## config.mk

```make
export PLATFORM = sky130hd
export DESIGN_NAME = ctrl_pipe_chain
export DESIGN_NICKNAME = d
export VERILOG_FILES = /design/src/rtl/ctrl_pipe_chain.sv
export SDC_FILE = /design/constraint.sdc
export NUM_CORES = 1
export LEC_CHECK = 0
export CAP_MARGIN = 40
export CELL_PAD_IN_SITES_DETAIL_PLACEMENT = 1
export CELL_PAD_IN_SITES_GLOBAL_PLACEMENT = 1
export CORE_MARGIN = 1
export CORE_UTILIZATION = 30
export CTS_CLUSTER_SIZE = 16
export DETAILED_ROUTE_END_ITERATION = 10
export HOLD_SLACK_MARGIN = 0.1
export PLACE_DENSITY_LB_ADDON = 0.2
export SETUP_SLACK_MARGIN = 0.5
export SKIP_LAST_GASP = 1
export SYNTH_ARGS = -nofsm -noshare
export SYNTH_HDL_FRONTEND = slang
export SYNTH_SLANG_ARGS = --single-unit
```

## constraint.sdc

```tcl
create_clock -name clk -period 2.25 [get_ports clk]
set_input_delay 0.45 -clock clk [delete_from_list [all_inputs] [get_ports clk]]
set_output_delay 0.45 -clock clk [all_outputs]
set_load 0.05 [all_outputs]
```

## src/rtl/ctrl_pipe_chain.sv

```systemverilog
// Control-signal pipeline: ID instruction register plus STAGES valid-tagged
// control-bundle stages, with stall/flush bubble insertion and a bubble counter.
module ctrl_pipe_chain #(
    parameter int IW     = 32,
    parameter int CW     = 16,
    parameter int STAGES = 3    // legal range 2..8
) (
    input  logic                 clk,
    input  logic                 reset,
    input  logic [IW-1:0]        if_instr,
    input  logic                 if_valid,
    output logic [IW-1:0]        id_instr,
    output logic                 id_valid,
    input  logic [CW-1:0]        cu_ctrl,
    input  logic                 stall,
    input  logic                 flush,
    output logic [STAGES*CW-1:0] stage_ctrl,
    output logic [STAGES-1:0]    stage_valid,
    output logic [15:0]          bubble_cnt
);

    logic [IW-1:0]        id_instr_q, id_instr_d;
    logic                 id_valid_q, id_valid_d;
    logic [STAGES*CW-1:0] stage_ctrl_q, stage_ctrl_d;
    logic [STAGES-1:0]    stage_valid_q, stage_valid_d;
    logic [15:0]          bubble_cnt_q, bubble_cnt_d;
    logic [CW-1:0]        stage0_ctrl_d;
    logic                 stage0_valid_d;
    logic                 issue;

    // An ID instruction advances into stage 0 only on a clean edge; otherwise a bubble enters.
    assign issue = !flush && !stall && id_valid_q;

    always_comb begin
        id_instr_d     = id_instr_q;
        id_valid_d     = id_valid_q;
        stage0_ctrl_d  = '0;
        stage0_valid_d = 1'b0;
        bubble_cnt_d   = bubble_cnt_q;

        if (flush) begin
            id_instr_d = '0;
            id_valid_d = 1'b0;
        end else if (!stall) begin
            id_instr_d = if_instr;
            id_valid_d = if_valid;
        end

        if (issue) begin
            stage0_ctrl_d  = cu_ctrl;
            stage0_valid_d = 1'b1;
        end

        // Only bubbles that delay a real instruction are counted.
        if (stall && !flush && id_valid_q && (bubble_cnt_q != 16'hFFFF)) begin
            bubble_cnt_d = bubble_cnt_q + 16'd1;
        end
    end

    assign stage_ctrl_d[CW-1:0] = stage0_ctrl_d;
    assign stage_valid_d[0]     = stage0_valid_d;

    generate
        for (genvar gi = 1; gi < STAGES; gi++) begin : g_shift
            assign stage_ctrl_d[gi*CW +: CW] = stage_ctrl_q[(gi-1)*CW +: CW];
            assign stage_valid_d[gi]         = stage_valid_q[gi-1];
        end
    endgenerate

    always_ff @(posedge clk) begin
        if (reset) begin
            id_instr_q    <= '0;
            id_valid_q    <= 1'b0;
            stage_ctrl_q  <= '0;
            stage_valid_q <= '0;
            bubble_cnt_q  <= '0;
        end else begin
            id_instr_q    <= id_instr_d;
            id_valid_q    <= id_valid_d;
            stage_ctrl_q  <= stage_ctrl_d;
            stage_valid_q <= stage_valid_d;
            bubble_cnt_q  <= bubble_cnt_d;
        end
    end

    assign id_instr    = id_instr_q;
    assign id_valid    = id_valid_q;
    assign stage_ctrl  = stage_ctrl_q;
    assign stage_valid = stage_valid_q;
    assign bubble_cnt  = bubble_cnt_q;

endmodule

```

; Word-level counts from Yosys, hierarchy flattened
; Index checks and enable logic that the tools add are counted.
[totals]
out_inout_bits = 100
wordCells = 19
inputBits = 53
reg_bits = 100
[classes]
muxes = 1
addsub = 1
n_reduce_logical = 9
eq_ne = 1
n_bitwise = 1
[op_table]
columns = operator, n
row1 = "adder 16 x 1 -> 16 bit, second input constant", 1
row2 = "inequality test 16 bit, second input constant", 1
row3 = logical AND 1 bit, 5
row4 = OR reduction 2 bit, 2
row5 = logical NOT 1 bit, 2
row6 = 2-to-1 mux 1 bit, 1
row7 = inverter 1 bit, 1

; Longest topological paths before layout
; Gate-level depths: netlist of the first run.
[depth]
word_depth = 5
depth_mapped = 7
depth_no_buf = 5

; Worst setup path after synthesis of the first run
; No wires, ideal clock.
[synth_path]
path_type = register to register
startpoint = register bubble_cnt_q[0] (netlist: bubble_cnt[0])
endpoint = register bubble_cnt_q[14] (netlist: bubble_cnt[14])
stages_incl_launch_ff = 6
path_slack_ns = 0.041
arrival_ns = 2.085
setup_time_ns = 0.123
required_time_ns = 2.127
cell_sequence = dfxtp_1 ha_1 nand3_1 or3_1 nor4_1 mux2_1
[synth_between]
elab_chain_cells = 2
[synth_rtl]
columns = item, line_no
row1 = start: declaration, 26  ; logic [15:0] bubble_cnt_q, bubble_cnt_d;
row2 = start signal: assignment, 82  ; bubble_cnt_q <= bubble_cnt_d;
row3 = "parallel branches: the longest is 2 deep, another holds adder 16 x 1 -> 16 bit", -
; Several ways; the timed one is not identified.
; A chain may end at the register's enable or synchronous reset.

; Final worst setup path of the first run
[layout_path]
startpoint = register bubble_cnt_q[2] (netlist: bubble_cnt[2])
endpoint = register bubble_cnt_q[11] (netlist: bubble_cnt[11])
; The elaborated chain is that of the path after synthesis.

==> results.py, run 1 <==
metrics = {
    "synthesis": {
        "synth_edf_count": 0,
        "synth_nets": 367,
        "async_reset_ff_share_pct": 0,
        "netlist_top_cells_count": "dfxtp_1 (100), nor2_1 (37), nor2b_1 (35)",
        "syn_area_sq_mm": 0.003339,
        "synth_flop_cell": "dfxtp_1",
        "synth.most_common_cell": "dfxtp_1",
        "synth-seq-cells": 100,
        "yosysWarnings": 0,
        "synth_cell_types": 31,
        "synthCells": 313,
        "synth_largest_area_cell": "dfxtp_1",
        "syn_avg_cell_area_sq_um": 10.67,
        "synth.top_cells.by_area": "dfxtp_1 (60%), mux2i_1 (10%), nor2b_1 (6.6%)",
        "synth_top_area_share_pct": 59.95,
        "ys_seq_area_share_pct": 59.95,
    },
    "clocking": {
        "insertion_delay_ps": 360,
        "cts.reportedPaths.clkPinSlew_ps": 110,
        "clockBufferDepth": 2,
        "htreeDepth": 3,
        "cts_tree": "yes",
        "cts_made_buffers": 9,
        "numClockSinks": 100,
        "root_buffer": "clkbuf_8",
    },
    "layout": {
        "final_util_pct": 48.66,
        "syn_to_final_growth_pct": 57.96,
        "nets": 531,
        "final_cells": 623,
        "drive_gt1_share_pct": 16.80,
    },
    "die": {
        "die-area_sq_mm": 0.01156,
        "die_height_um": 107.5,
        "coreArea_sq_mm": 0.01084,
        "io_pins": 153,
        "num_rows": 38,
        "start_util_pct": 30.81,
        "die_w_um": 107.5,
    },
    "detailed_routing": {
        "vias": 2861,
        "drt_iter0_drc": 106,
        "ant_nets": 0,
        "routed_wl_um": 9547,
        "firstDrtPassIters": 4,
        "via_per_inst": 4.592,
        "wl_per_cell_um": 15.32,
        "drc": 0,
    },
    "grt": {
        "antenna_found_initial": 2,
        "grt_max_degree": 35,
        "grt_overflow": 0,
        "grt_first_pass_wirelength_um": 14930,
        "use_met1_pct": 17.78,
        "top_usage_layer": "met2",
        "grt_use_total_pct": 16.91,
        "use_met2_pct": 29.76,
        "grt_util_met3_pct": 7.143,
        "grt_pass1_vias": 3028,
    },
    "sta": {
        "setup_viol": 0,
        "worstMarginPinSlew_ps": 635.7,
        "maxSlewViolCount": 0,
        "timing.final.crit_share_pct": 84.81,
        "slew_headroom_pct": 57.23,
        "hold_viol_final": 0,
        "fmax_ghz": 0.5240,
        "rsz0062_at_grt": "true",
        "min_period_ps": 1908,
        "clock_skew_ps": 12.56,
    },
    "power": {
        "powerDensity_mw_per_mm2": 598.1,
        "peakVddDrop_v": 0.0003357,
        "power_leakage_nw": 2.399,
    },
    "place": {
        "dpl.hpwl_um": 6819,
        "gp_congestion": 0.7120,
        "io_buffers": 152,
        "dp.cells": 598,
    },
    "worst_setup_path": {
        "end_kind": "register",
        "critPathArrivalTime_ps": 2190,
        "path_class": "reg -> reg",
        "crit_fanout": 8,
        "cp-start-kind": "register",
        "worstPathRequired_ps": 2530,
    },
    "run_status": {
        "status": "finished, final reports clean",
    },
    "min_path": {
        "hold_path_class": "reg -> reg",
    },
    "flow_run": {
        "maxCapViolCount": 0,
    },
}
layout by cell type (no fill, tap or decap), types with 2 or more instances in the layout:
cell type        count
dfxtp_1             83
dlygate4sd2_1       72
clkdlybuf4s50_1     49
nor2_1              37
nor2b_1             35
mux2i_1             34
clkdlybuf4s15_1     18
buf_4               18
and2_1              16
dfxtp_2             13
a21oi_1             10
clkbuf_2            10
clkbuf_8             9
o31ai_1              8
nand2_1              5
nand4_1              5
or4_1                5
or3_1                4
dfxtp_4              4
inv_1                3
a21oi_2              3
o21ai_1              3
inv_6                3
or3_4                2
nor4_1               2
nor4_2               2
mux2_1               2
nand3_1              2
or4_4                2
o21ai_0              2
clkinv_2             2
buf_2                2
path summary, 6_finish.rpt:
| path | slack [ps] | depth (start not counted) | end | from |
|---|---|---|---|---|
| max | 340 | 5 | bubble_cnt[11]$_SDFFE_PP0P_ | bubble_cnt[2]$_SDFFE_PP0P_ |
| min | 460 | 1 | stage_ctrl[40]$_SDFF_PP0_ | stage_ctrl[24]$_SDFF_PP0_ |
| max reg2reg | 340 | 5 | bubble_cnt[11]$_SDFFE_PP0P_ | bubble_cnt[2]$_SDFFE_PP0P_ |
| min reg2reg | 460 | 1 | stage_ctrl[40]$_SDFF_PP0_ | stage_ctrl[24]$_SDFF_PP0_ |
worst max-delay path, cell delays in order (launching register included):
cell and delay [ps]:
dfxtp_4 370, buf_6 100, and4_4 230, or4b_4 540, or4_1 440, a21oi_1 160
flip-flops by register name (all words and copies together), names as in the netlist:
signal	flops
stage_valid	3
id_valid	1
stage_ctrl	48
id_instr	32
bubble_cnt	16
per-layer routing:
layer  vias up  share of wire [%]
li1       1390                  -
met1      1377                 39
met2        82                 51
met3        10                9.4
met4         2                1.0
met5         -               0.13
where the power goes:
group	internal (mW)	leakage [nW]	switching (mW)
clock network	0.421	0.0963	0.647
logic	0.135	1.48	0.156
registers	1.79	0.818	0.0112
total	2.34	2.40	0.814
repair_timing:
item,CTS,global route
pin swaps,4,0
setup endpoints to repair,110,37
hold buffers,0,0
hold endpoints to repair,0,0
buffers inserted,7,1
gates resized for setup,124,33
cells by family (layout without fill, tap and decap cells):
kind of cell / count (synthesis) / count (layout) / share of synthesized area (%)
and+or+nand+nor: 128 / 128 / 21.54
DFF: 100 / 100 / 59.95
muxes: 36 / 36 / 10.87
AOI/OAI and AO/OA: 27 / 27 / 4.721
buffers and inverters: 21 / 190 / 2.548
adders and majority gates: 1 / 1 / 0.3746
other: 0 / 1 / 0
through the flow:
step,area (sq um),total power [mW],hold slack (ps),worst slack [ps],TNS [ps]
3_3_place_gp,5092,2.142,443.5,-78.85,-297.3
3_5_place_dp,5092,2.147,457.2,-182.9,-928.1
5_1_grt,5273,3.295,475.9,317.0,0
4_1_cts,5268,3.214,464.7,360.9,0
6_report,5275,3.155,462.5,341.8,0
2_1_floorplan,3408,1.996,561.5,362.5,0
final cells by class:
cell class	count	area, sq um
timing repair buffer	171	1519
inverter	3	11.26
antenna	1	2.502
clock buffer	9	123.9
clock inverter	7	56.30
fill	1239	5565
tap	140	175.2
sequential	100	2033
multi-input combinational	192	1354
Power figures use the tool's default switching activity.
==> run 2: changes to the inputs <==
==> constraint.sdc (replaced) <==
create_clock -name clk -period 1.9 [get_ports clk]
set_input_delay 0.38 -clock clk [delete_from_list [all_inputs] [get_ports clk]]
set_output_delay 0.38 -clock clk [all_outputs]
set_load 0.05 [all_outputs]
==> results.py, run 2 (synthesis gave the netlist of run 1 again) <==
metrics = {
    "worst_setup_path": {
        "critPathCapture": "bubble_cnt[13]$_SDFFE_PP0P_",
        "cp-start-kind": "register",
        "r2r_slack_ps": 130,
        "r2r_start": "bubble_cnt[1]$_SDFFE_PP0P_",
        "reg2reg_to": "bubble_cnt[13]$_SDFFE_PP0P_",
        "end_kind": "register",
        "path_class": "reg -> reg",
        "crit_fanout": 7,
        "r2r_cells": 4,
        "worstPathRequired_ps": 2190,
        "crit_start": "bubble_cnt[1]$_SDFFE_PP0P_",
        "critPathArrivalTime_ps": 2060,
    },
    "clocking": {
        "cts_made_buffers": 9,
        "clockBufferDepth": 2,
        "ctsHoldBuffers": 0,
        "numClockSinks": 100,
        "insertion_delay_ps": 360,
        "htreeDepth": 3,
        "cts_tree": "yes",
        "cts.reportedPaths.clkPinSlew_ps": 90,
        "root_buffer": "clkbuf_8",
    },
    "detailed_routing": {
        "routed_wl_um": 10660,
        "dr_wl_met2_um": 5661,
        "wl_per_cell_um": 16.30,
        "wl_met1_um": 3926,
        "drt_iter0_drc": 134,
        "vias": 3011,
        "maxUsedRoutingLayer": "met4",
        "ant_nets": 0,
        "firstDrtPassIters": 4,
        "drc": 0,
        "via_per_inst": 4.604,
        "wl_met3_um": 870,
    },
    "die": {
        "die_height_um": 107.5,
        "die_w_um": 107.5,
        "num_rows": 38,
        "start_util_pct": 30.81,
        "io_pins": 153,
        "coreArea_sq_mm": 0.01084,
        "die-area_sq_mm": 0.01156,
    },
    "power": {
        "powerDensity_mw_per_mm2": 673.9,
        "p_sw_mw": 0.9035,
        "power_leakage_nw": 2.491,
        "power.internal_mw": 2.810,
        "power_mw": 3.713,
        "peakVddDrop_v": 0.0003376,
        "switching_share_pct": 24.33,
        "p_comb_share_pct": 9.6,
        "pwr-share-seq_pct": 56.8,
        "power.share.clock_pct": 33.6,
    },
    "place": {
        "dpl.hpwl_um": 6924,
        "gp_congestion": 0.7177,
        "place_ws_ps": -456.8,
        "io_buffers": 152,
    },
    "layout": {
        "drive_gt1_share_pct": 39.77,
        "largest_register_ffs": 48,
        "final_cell_mix": "dfxtp_1 (83), buf_4 (58), buf_2 (53), clkdlybuf4s50_1 (49), nor2_1 (37)",
        "syn_to_final_growth_pct": 65.01,
        "fillers": 1231,
        "nets": 563,
        "layout_commonest_cell": "dfxtp_1",
    },
    "sta": {
        "clock_skew_ps": 5.870,
        "min_period_ps": 1770,
        "setup_viol": 0,
        "hold_viol_final": 0,
        "fmax_ghz": 0.5649,
        "rsz0062_at_grt": "true",
        "holdWs_ps": 458.9,
        "finalSetupTns_ps": 0,
        "maxSlewViolCount": 0,
        "setup_ws_ps": 129.8,
        "worstMarginPinSlew_ps": 580.2,
        "timing.final.crit_share_pct": 93.17,
        "slew_headroom_pct": 61.32,
    },
    "grt": {
        "grt_max_degree": 35,
        "grt_first_pass_wirelength_um": 15570,
        "antenna_found_initial": 1,
        "grt_overflow": 0,
        "grt_pass1_vias": 3034,
        "grt_use_total_pct": 17.84,
    },
    "run_status": {
        "status": "finished, final reports clean",
    },
    "min_path": {
        "hold_path_class": "reg -> reg",
    },
    "flow_run": {
        "maxCapViolCount": 0,
    },
}
-- run 2: changes by cell type in the layout (fill, tap and decap cells not counted), moves of 13 or more --
| cell | change |
|---|---|
| clkdlybuf4s15_1 | -18 |
| buf_6 | +13 |
| dlygate4sd2_1 | -71 |
| buf_2 | +51 |
| clkbuf_4 | +16 |
| dfxtp_2 | -13 |
| dfxtp_4 | +13 |
| buf_4 | +40 |
-- run 2: repair_timing --
action | in CTS | in global routing
gates cloned | 0 | 1
buffers inserted | 20 | 17
pin swaps | 18 | 6
resized for setup | 404 | 55
setup endpoints to repair | 93 | 41
-- run 2: cell type report --
cell class              count  area, sq um  area share [%]
flip-flops and latches    100         2066           37.49
well taps                 140        175.2           3.179
clock buffers              13        160.2           2.906
clock inverters             2        10.01          0.1817
inverters                   3        11.26          0.2044
diodes                      1        2.502         0.04541
multi-input cells         192         1413           25.64
repair buffers            203         1673           30.36
-- run 2: layer usage --
layer | track usage, % | up-vias
met3 | 7.324 | 15
met1 | 18.00 | 1449
met4 | 7.730 | 0
li1 | - | 1449
met2 | 32.05 | 98
met5 | 0 | -
-- run 2: how the worst min path moves through the flow --
stage	from	endpoint	slack, ps	cells after the start
floorplan	cu_ctrl[0]	stage_ctrl[0]$_SDFF_PP0_	500	1
global placement	stage_ctrl[14]$_SDFF_PP0_	stage_ctrl[30]$_SDFF_PP0_	440	1
detailed placement	stage_ctrl[31]$_SDFF_PP0_	stage_ctrl[47]$_SDFF_PP0_	450	1
CTS	stage_ctrl[21]$_SDFF_PP0_	stage_ctrl[37]$_SDFF_PP0_	470	1
global route	stage_ctrl[31]$_SDFF_PP0_	stage_ctrl[47]$_SDFF_PP0_	480	1
finish	stage_ctrl[31]$_SDFF_PP0_	stage_ctrl[47]$_SDFF_PP0_	460	1
-- run 2: critical path, cell delays in order, from the launching register on --
cell and delay, ps:
dfxtp_4 380, and4_4 240, or4b_4 520, or4_4 440, a21oi_2 130
-- run 2: power groups by stage --
stage	sequential (mW)	clock, mW	combinational [mW]
global route	2.11	1.39	0.378
finish	2.11	1.25	0.355
global placement	2.16	0	0.355
floorplan	2.25	0	0.0934
detailed placement	2.16	0	0.363
CTS	2.11	1.31	0.350
-- run 2: stage by stage --
stage | cell area, sq um | cells | utilization [%]
2_1_floorplan | 3462 | 313 | -
5_1_grt | 5508 | 653 | 50.81
4_1_cts | 5181 | 635 | 47.80
3_3_place_gp | 5107 | 600 | 47.11
3_5_place_dp | 5107 | 600 | 47.11
6_report | 5510 | 654 | 50.83
